`src/rtl/i2c_poll_sched.sv`:
```
// i2c_poll_sched -- polls two fixed I2C slaves in alternation through the
// single-byte I2C read engine and queues each returned byte in a small FIFO.
//
// Each poll waits POLL_PERIOD idle cycles, presents slave_addr, pulses start,
// then waits for done. The byte returned with done is queued as
// {slave_sel, byte}. If done does not arrive within TIMEOUT cycles of start,
// the sequencer sets timeout_err and halts until clr_err.
//
// Optional build macro: POLL_TIMESTAMP_EN
//   When defined, a 16-bit free-running cycle counter is captured into each
//   FIFO entry at the done cycle and presented on rd_ts.
//
// Ports:
//   clk, rst        clock, asynchronous active-high reset
//   en              polling enable (level)
//   domain_i2c      security domain tag, passed through to rd_domain
//   start           one-cycle request pulse to the read engine (registered)
//   slave_addr      address presented to the read engine (registered)
//   done, read_data completion pulse and byte from the read engine
//   rd_en           pop FIFO head
//   rd_data         FIFO head {slave_sel, byte}, 0 when empty
//   rd_domain       = domain_i2c
//   fifo_empty/full/count  FIFO status
//   timeout_err     sticky: engine did not answer
//   overflow        sticky: result dropped because the FIFO was full
//   clr_err         clears both flags, releases HALT
//   rd_ts           (POLL_TIMESTAMP_EN only) head entry timestamp, 0 when empty
module i2c_poll_sched #(
  parameter int unsigned POLL_PERIOD = 1000,
  parameter int unsigned TIMEOUT     = 4096,
  parameter int unsigned FIFO_DEPTH  = 4,
  parameter logic [6:0]  SADDR_A     = 7'h10,
  parameter logic [6:0]  SADDR_B     = 7'h20
) (
  input  logic                          clk,
  input  logic                          rst,
  input  logic                          en,
  input  logic                          domain_i2c,
  output logic                          start,
  output logic [6:0]                    slave_addr,
  input  logic                          done,
  input  logic [7:0]                    read_data,
  input  logic                          rd_en,
  output logic [8:0]                    rd_data,
  output logic                          rd_domain,
  output logic                          fifo_empty,
  output logic                          fifo_full,
  output logic [$clog2(FIFO_DEPTH):0]   fifo_count,
  output logic                          timeout_err,
  output logic                          overflow,
  input  logic                          clr_err
`ifdef POLL_TIMESTAMP_EN
  ,
  output logic [15:0]                   rd_ts
`endif
);

  localparam int AW  = $clog2(FIFO_DEPTH);
  localparam int CW  = AW + 1;
  localparam int PCW = (POLL_PERIOD > 1) ? $clog2(POLL_PERIOD) : 1;
  localparam int TCW = $clog2(TIMEOUT);
`ifdef POLL_TIMESTAMP_EN
  localparam int EW  = 25;
`else
  localparam int EW  = 9;
`endif

  localparam logic [PCW-1:0] PCNT_LOAD = PCW'(POLL_PERIOD - 1);
  localparam logic [PCW-1:0] PCNT_ONE  = PCW'(1);
  localparam logic [TCW-1:0] TCNT_LOAD = TCW'(TIMEOUT - 1);
  localparam logic [TCW-1:0] TCNT_ONE  = TCW'(1);
  localparam logic [CW-1:0]  DEPTH_C   = CW'(FIFO_DEPTH);
  localparam logic [CW-1:0]  CNT_ONE   = CW'(1);
  localparam logic [AW-1:0]  PTR_ONE   = AW'(1);

  typedef enum logic [2:0] {
    IDLE        = 3'd0,
    WAIT_PERIOD = 3'd1,
    ISSUE       = 3'd2,
    WAIT_DONE   = 3'd3,
    HALT        = 3'd4
  } state_t;

  state_t           state_r, state_nxt_s;
  logic [PCW-1:0]   pcnt_r, pcnt_nxt_s;
  logic [TCW-1:0]   tcnt_r, tcnt_nxt_s;
  logic             sel_r, sel_nxt_s;
  logic             push_s, tmo_s;
  logic             start_r, timeout_err_r, overflow_r;
  logic [6:0]       slave_addr_r;

  logic [EW-1:0]    mem_r [FIFO_DEPTH];
  logic [AW-1:0]    wr_ptr_r, rd_ptr_r;
  logic [CW-1:0]    count_r;
  logic             empty_s, full_s, pop_s, wr_s, ovf_set_s;
  logic [EW-1:0]    entry_s;

`ifdef POLL_TIMESTAMP_EN
  logic [15:0]      ts_r;

  // Free-running timestamp counter, wraps naturally.
  always_ff @(posedge clk or posedge rst) begin
    if (rst) begin
      ts_r <= 16'h0000;
    end else begin
      ts_r <= ts_r + 16'h0001;
    end
  end

  assign entry_s = {ts_r, sel_r, read_data};
`else
  assign entry_s = {sel_r, read_data};
`endif

  // Next-state logic: period countdown, request issue, done/timeout handling.
  always_comb begin
    state_nxt_s = state_r;
    pcnt_nxt_s  = pcnt_r;
    tcnt_nxt_s  = tcnt_r;
    sel_nxt_s   = sel_r;
    push_s      = 1'b0;
    tmo_s       = 1'b0;
    case (state_r)
      IDLE: begin
        if (en && !timeout_err_r) begin
          state_nxt_s = WAIT_PERIOD;
          pcnt_nxt_s  = PCNT_LOAD;
        end else begin
          state_nxt_s = IDLE;
        end
      end
      WAIT_PERIOD: begin
        if (!en) begin
          state_nxt_s = IDLE;
        end else if (pcnt_r == {PCW{1'b0}}) begin
          // Timeout counts from the cycle in which start is high.
          state_nxt_s = ISSUE;
          tcnt_nxt_s  = TCNT_LOAD;
        end else begin
          pcnt_nxt_s  = pcnt_r - PCNT_ONE;
        end
      end
      ISSUE: begin
        state_nxt_s = WAIT_DONE;
        tcnt_nxt_s  = tcnt_r - TCNT_ONE;
      end
      WAIT_DONE: begin
        if (done) begin
          push_s    = 1'b1;
          sel_nxt_s = ~sel_r;
          if (en) begin
            state_nxt_s = WAIT_PERIOD;
            pcnt_nxt_s  = PCNT_LOAD;
          end else begin
            state_nxt_s = IDLE;
          end
        end else if (tcnt_r == {TCW{1'b0}}) begin
          tmo_s       = 1'b1;
          sel_nxt_s   = ~sel_r;
          state_nxt_s = HALT;
        end else begin
          tcnt_nxt_s  = tcnt_r - TCNT_ONE;
        end
      end
      HALT: begin
        if (clr_err) begin
          state_nxt_s = IDLE;
        end else begin
          state_nxt_s = HALT;
        end
      end
      default: begin
        state_nxt_s = IDLE;
      end
    endcase
  end

  // Sequencer state, counters and registered engine-side outputs.
  always_ff @(posedge clk or posedge rst) begin
    if (rst) begin
      state_r      <= IDLE;
      pcnt_r       <= {PCW{1'b0}};
      tcnt_r       <= {TCW{1'b0}};
      sel_r        <= 1'b0;
      start_r      <= 1'b0;
      slave_addr_r <= SADDR_A;
    end else begin
      state_r <= state_nxt_s;
      pcnt_r  <= pcnt_nxt_s;
      tcnt_r  <= tcnt_nxt_s;
      sel_r   <= sel_nxt_s;
      start_r <= (state_nxt_s == ISSUE);
      // Address settles on entry to the wait period, well before start.
      if ((state_nxt_s == WAIT_PERIOD) && (state_r != WAIT_PERIOD)) begin
        slave_addr_r <= sel_nxt_s ? SADDR_B : SADDR_A;
      end
    end
  end

  // Sticky error flags; a new set wins over a coincident clear.
  always_ff @(posedge clk or posedge rst) begin
    if (rst) begin
      timeout_err_r <= 1'b0;
      overflow_r    <= 1'b0;
    end else begin
      if (tmo_s) begin
        timeout_err_r <= 1'b1;
      end else if (clr_err) begin
        timeout_err_r <= 1'b0;
      end
      if (ovf_set_s) begin
        overflow_r <= 1'b1;
      end else if (clr_err) begin
        overflow_r <= 1'b0;
      end
    end
  end

  assign empty_s   = (count_r == {CW{1'b0}});
  assign full_s    = (count_r == DEPTH_C);
  assign pop_s     = rd_en && !empty_s;
  // A pop in the same cycle frees the slot, so a full FIFO still accepts.
  assign wr_s      = push_s && (!full_s || pop_s);
  assign ovf_set_s = push_s && full_s && !pop_s;

  // FIFO pointers and occupancy.
  always_ff @(posedge clk or posedge rst) begin
    if (rst) begin
      wr_ptr_r <= {AW{1'b0}};
      rd_ptr_r <= {AW{1'b0}};
      count_r  <= {CW{1'b0}};
    end else begin
      if (wr_s) begin
        wr_ptr_r <= wr_ptr_r + PTR_ONE;
      end
      if (pop_s) begin
        rd_ptr_r <= rd_ptr_r + PTR_ONE;
      end
      case ({wr_s, pop_s})
        2'b10:   count_r <= count_r + CNT_ONE;
        2'b01:   count_r <= count_r - CNT_ONE;
        default: count_r <= count_r;
      endcase
    end
  end

  // FIFO storage; contents are don't-care while the slot is unoccupied.
  always_ff @(posedge clk) begin
    if (wr_s) begin
      mem_r[wr_ptr_r] <= entry_s;
    end
  end

  // Head presentation, forced to zero when empty.
  always_comb begin
    rd_data = 9'h000;
`ifdef POLL_TIMESTAMP_EN
    rd_ts   = 16'h0000;
`endif
    if (!empty_s) begin
      rd_data = mem_r[rd_ptr_r][8:0];
`ifdef POLL_TIMESTAMP_EN
      rd_ts   = mem_r[rd_ptr_r][24:9];
`endif
    end else begin
      rd_data = 9'h000;
    end
  end

  assign start       = start_r;
  assign slave_addr  = slave_addr_r;
  assign timeout_err = timeout_err_r;
  assign overflow    = overflow_r;
  assign fifo_empty  = empty_s;
  assign fifo_full   = full_s;
  assign fifo_count  = count_r;
  assign rd_domain   = domain_i2c;

endmodule

```
`config.mk`:
```
export PLATFORM = sky130hd
export DESIGN_NAME = i2c_poll_sched
export DESIGN_NICKNAME = d
export VERILOG_FILES = /design/src/rtl/i2c_poll_sched.sv
export SDC_FILE = /design/constraint.sdc
export NUM_CORES = 1
export LEC_CHECK = 0
export ABC_AREA = 0
export CAP_MARGIN = 20
export CORE_ASPECT_RATIO = 1.4
export CORE_UTILIZATION = 58
export CTS_BUF_LIST = sky130_fd_sc_hd__clkbuf_4
export CTS_CLUSTER_SIZE = 12
export DETAILED_ROUTE_END_ITERATION = 6
export PLACE_DENSITY = 0.86
export RECOVER_POWER = 100
export SYNTH_ARGS = -nofsm -noshare
export SYNTH_HDL_FRONTEND = slang
export SYNTH_SLANG_ARGS = --single-unit
```
`constraint.sdc`:
```
create_clock -name clk -period 3 [get_ports clk]
set_input_delay 0.6 -clock clk [delete_from_list [all_inputs] [get_ports clk]]
set_output_delay 0.6 -clock clk [all_outputs]
set_load 0.02 [all_outputs]
```
# After elaboration in Yosys (flattened, before gate mapping)
# Memories as Yosys holds them, arrays and structs flattened.
# Index checks and enable logic that the tools add are counted.
[totals] in_bits=15 output_inout_bits=25 ff_bits=43 elab_cells=94 memories=1 ramBits=36
[mem_list] name="mem_r" words=4 word_bits=9 read_ports=1 rd_ports_with_merged_regs=0 write_ports=1 line="92" text="logic [EW-1:0] mem_r [FIFO_DEPTH];"
[classes] n_addsub=6 n_eq_ne=18 n_mux=35 reduce_logical=22 bitwise_logic=1
[ops] operator="$mux W10" count=5
[ops] operator="$mux W12" count=4
[ops] operator="$pmux W12 S3" count=1
[ops] operator="$pmux W10 S3" count=1
[ops] operator="$ne A2 B2 Y1 const B" count=8
[ops] operator="$mux W1" count=15
[ops] operator="$mux W3" count=5
[ops] operator="$pmux W3 S5" count=1
[ops] operator="$logic_not A12 Y1" count=1
[ops] operator="$sub A12 B1 Y12 const B" count=1
[ops] operator="$logic_not A10 Y1" count=1
[ops] operator="$sub A10 B1 Y10 const B" count=1
[ops] operator="$eq A3 B2 Y1 const B" count=3
[ops] operator="$mux W9" count=1
[ops] operator="$eq A3 B1 Y1 const B" count=2
[ops] operator="$eq A3 B3 Y1 const B" count=2
[ops] operator="$logic_and A1 B1 Y1" count=6
[ops] operator="$logic_not A3 Y1" count=2
[ops] operator="$mux W6" count=1
[ops] operator="$pmux W3 S2" count=1
[ops] operator="$reduce_and A6 Y1" count=1
[ops] operator="$reduce_bool A2 Y1" count=3
[ops] operator="$reduce_bool A3 Y1" count=2
[ops] operator="$reduce_and A5 Y1" count=1
[ops] operator="other kinds (9)" count=13

# Longest topological paths before layout
[logic_depth] ltp_word=7 ltp_mapped=9 mapped_depth_nobuf=8

# Least setup slack after synthesis
# Ideal clock, no wire load.
[synth_path] path_kind="flip-flop to flip-flop" from="register pcnt_r[0]" to="register tcnt_r[3]" path_buffers=2 stages_incl_launch_ff=10 setup_ns=0.141 path_slack_ns=0.602 required_ns=2.859 t_arrival_ns=2.257 synth_period_minus_slack_ns=2.398 cell_sequence="dfrtp_1 inv_1 ha_1 or3b_2 clkbuf_1 o41ai_4 o21ai_2 buf_6 o41ai_2 nand3_1"
[synth_between] elab_chain_len=3
[synth_lines] element="start: declaration" line="85" text="logic [PCW-1:0] pcnt_r, pcnt_nxt_s;"
[synth_lines] element="start signal: assignment" line="182" text="pcnt_r <= {PCW{1'b0}};"
[synth_lines] element="start signal: assignment" line="189" text="pcnt_r <= pcnt_nxt_s;"
[synth_lines] element="$logic_not A10 Y1" line="135" text="end else if (pcnt_r == {PCW{1'b0}}) begin"
[synth_lines] element="$ne A2 B2 Y1 (no line)"
[synth_lines] element="$reduce_and A5 Y1 (no line)"
[synth_lines] element="end signal: assignment" line="183" text="tcnt_r <= {TCW{1'b0}};"
[synth_lines] element="end signal: assignment" line="190" text="tcnt_r <= tcnt_nxt_s;"
[synth_lines] element="end: declaration" line="86" text="logic [TCW-1:0] tcnt_r, tcnt_nxt_s;"
# Every way passes these cells.
# A chain may end at the register's enable or synchronous reset.

# Worst setup path in the final report
[layout_path] from="register rd_ptr_r[0]" to="output rd_data[5]"
[layout_between] elab_chain_len=2
[layout_lines] element="start: declaration" line="93" text="logic [AW-1:0] wr_ptr_r, rd_ptr_r;"
[layout_lines] element="start signal: assignment" line="230" text="rd_ptr_r <= {AW{1'b0}};"
[layout_lines] element="start signal: assignment" line="237" text="rd_ptr_r <= rd_ptr_r + PTR_ONE;"
[layout_lines] element="$mem_v2 Z4 W9"
[layout_lines] element="$mux W9" line="260" text="if (!empty_s) begin"
[layout_lines] element="end: declaration" line="44" text="output logic [8:0] rd_data,"
# Every way passes these cells.

==> impl_metrics.json <==
{
  "area_growth_pct": 14.1,
  "cts_tree": "done",
  "most-common-layout-cells": "36 x dfrtp_1, 36 x edfxtp_1, 23 x dlygate4sd3_1",
  "path_class": "register to output port",
  "yosys-top-cells-area": "edfxtp_1 30%, dfrtp_1 26%, mux4_2 5.7%, ha_1 2.1%, nor2b_1 1.9%",
  "yosysSeqAreaShare": 0.573,
  "fillCellCount": 423,
  "min_path_cells": 1,
  "coreArea_sq_um": 5860,
  "antenna_found_initial": 0,
  "yosys.area.top_type": "edfxtp_1",
  "max-vdd-ir-drop_uv": 501,
  "die_w_um": 68.1,
  "grt_pass1_wl_um": 10700,
  "power_density_nw_per_um2": 794,
  "die_h_um": 94.6,
  "hold_class": "register to register",
  "grtUsageMet3": 0.0580,
  "routed_wl_um": 6470,
  "dp_hpwl_um": 4640,
  "hold_viol_final": 0,
  "clock_sinks": 74,
  "vias": 2301,
  "cts_root_buf": "clkbuf_4",
  "ys_async_sr_fraction": 0.514,
  "overflow": 0,
  "grt_use_met2": 0.404,
  "routabilityCongestion": 0.812,
  "slew_viol_final": 0,
  "routed_via_density": 5.84,
  "stdcell_area_sq_um": 4050,
  "post_synth.cell_area_avg_sq_um": 12.6,
  "antennaDiodeCount": 0,
  "grt_max_degree": 39,
  "place_area_sq_um": 3950,
  "drive_gt1_frac": 0.133,
  "clock.fmax_mhz": 356,
  "synth.distinct_cells": 63,
  "start_kind": "register",
  "drtPass1Iterations": 4,
  "clock_latency_ns": 0.41,
  "ff2ff_path_depth": 7,
  "tightest_slew_ns": 1.17,
  "avgRoutedWirePerCell_um": 16.4,
  "cts_setup_buffers": 0,
  "critical_path_required_ns": 2.40,
  "cts_max_level": 3,
  "synth_edf_count": 36,
  "maxCapViolations": 0,
  "clk_pin_slew_ns": 0.11,
  "drcViolationCount": 0,
  "tns_ns": 0,
  "fin_skew_ns": 0.0103,
  "ys_ff_latch": 74,
  "critical_path_peak_fanout": 7,
  "cts_buffers": 9,
  "rows": 33,
  "synth_top_area_frac": 0.304,
  "endpoint_kind": "output port",
  "ys_warn_count": 0,
  "rsz0062_at_grt": "no",
  "grt_pass1_vias": 2279,
  "syn_inst": 281,
  "io_buffer_count": 32,
  "ant_nets": 0,
  "synth-main-ff-cell": "dfrtp_1",
  "fin_nets": 341,
  "setup_viol": 0,
  "power.leakage_nw": 1.55,
  "grt_use_met1": 0.270,
  "top_usage_layer": "met2",
  "die_area_sq_um": 6440,
  "arrival_ns": 2.21,
  "slew_headroom": 0.215,
  "start_util": 0.606,
  "synth_area_sq_um": 3550,
  "drt_iter0_drc": 92,
  "clockBufferDepth": 2,
  "grt_usage": 0.233,
  "period_share": 0.936,
  "status": "finished, final reports clean",
  "period_needed_ns": 2.81,
  "pin_count": 40
}
power breakdown:
part | total [mW] | internal [mW] | switching (mW)
Combinational | 1.22 | 0.595 | 0.623
Clock | 0.603 | 0.271 | 0.332
Sequential | 1.40 | 1.22 | 0.175
Total | 3.22 | 2.09 | 1.13
synth_stat cells (all sizes together) (4+ instances only):
master   number
inv          19
nor3b         4
clkbuf        7
edfxtp       36
nor2b        11
ha            6
o31ai         5
o21ai        16
nor2         16
and2          7
dfrtp        37
a21oi         9
o2111ai       4
nand3         6
nor3          8
nand2b        4
xor2          4
nand2         9
buf          10
mux4          9
xnor2         6
critical path, stage by stage (launching register included):
cell and delay [ns]:
dfrtp_2 0.48, buf_12 0.16, mux4_2 0.49, nor2b_1 0.15, clkdlybuf4s50_1 0.53
final timing paths:
kind | startpoint | end | slack [ns]
min | pcnt_r[9] | pcnt_r[9] | 0.49
max reg2reg | pcnt_r[0] | slave_addr[4] | 0.27
max in group asynchronous | rst | rd_ptr_r[0] | 1.90
min in group asynchronous | rst | pcnt_r[2] | 0.74
max | rd_ptr_r[0] | rd_data[5] | 0.19
min reg2reg | pcnt_r[9] | pcnt_r[9] | 0.49
logic make-up after synthesis:
family / Yosys count / synth area share
and+or+nand+nor: 86 / 0.138
DFF: 74 / 0.573
AOI/OAI and AO/OA: 55 / 0.122
buffers and inverters: 36 / 0.0486
muxes: 12 / 0.0662
xor gates and xnor gates: 10 / 0.0247
adders and majority gates: 7 / 0.0268
other: 1 / 0.00106
metrics by stage:
| stage | std cells | hold slack, ns | util | worst slack [ns] | total power [mW] |
|---|---|---|---|---|---|
| floorplan | 285 | 0.444 | - | 0.602 | 2.20 |
| global placement | 378 | 0.467 | 0.673 | 0.404 | 2.63 |
| detailed placement | 378 | 0.472 | 0.673 | 0.362 | 2.68 |
| CTS | 394 | 0.493 | 0.696 | 0.0547 | 3.28 |
| global route | 394 | 0.507 | 0.691 | 0.0359 | 3.43 |
| finish | 394 | 0.492 | 0.691 | 0.191 | 3.22 |
flip-flops by register name, summed over array words and instances, names as in the netlist:
register     flops
slave_addr       2
fifo_count       3
pcnt_r          10
overflow         1
timeout_err      1
rd_ptr_r         2
start            1
wr_ptr_r         2
sel_r            1
state_r          3
tcnt_r          12
mem_r           36
area by class of cell:
cell class	instances	area [sq um]	area share
clock inverter	5	55.1	0.0136
clock buffer	11	82.6	0.0204
timing repair buffer	40	385	0.0951
tap	70	87.6	0.0216
sequential	74	2030	0.502
multi-input combinational	175	1340	0.330
inverter	19	71.3	0.0176
layer usage:
layer	share of wire	up-vias
li1	-	1107
met1	0.42	1134
met2	0.53	50
met3	0.034	10
met4	0.017	0
met5	0	-
what timing repair did:
item | CTS | global route
gates resized for setup | 0 | 1
hold buffers | 0 | 0
endpoints found under the setup margin | 0 | 6
Power figures use the tool's default switching activity.
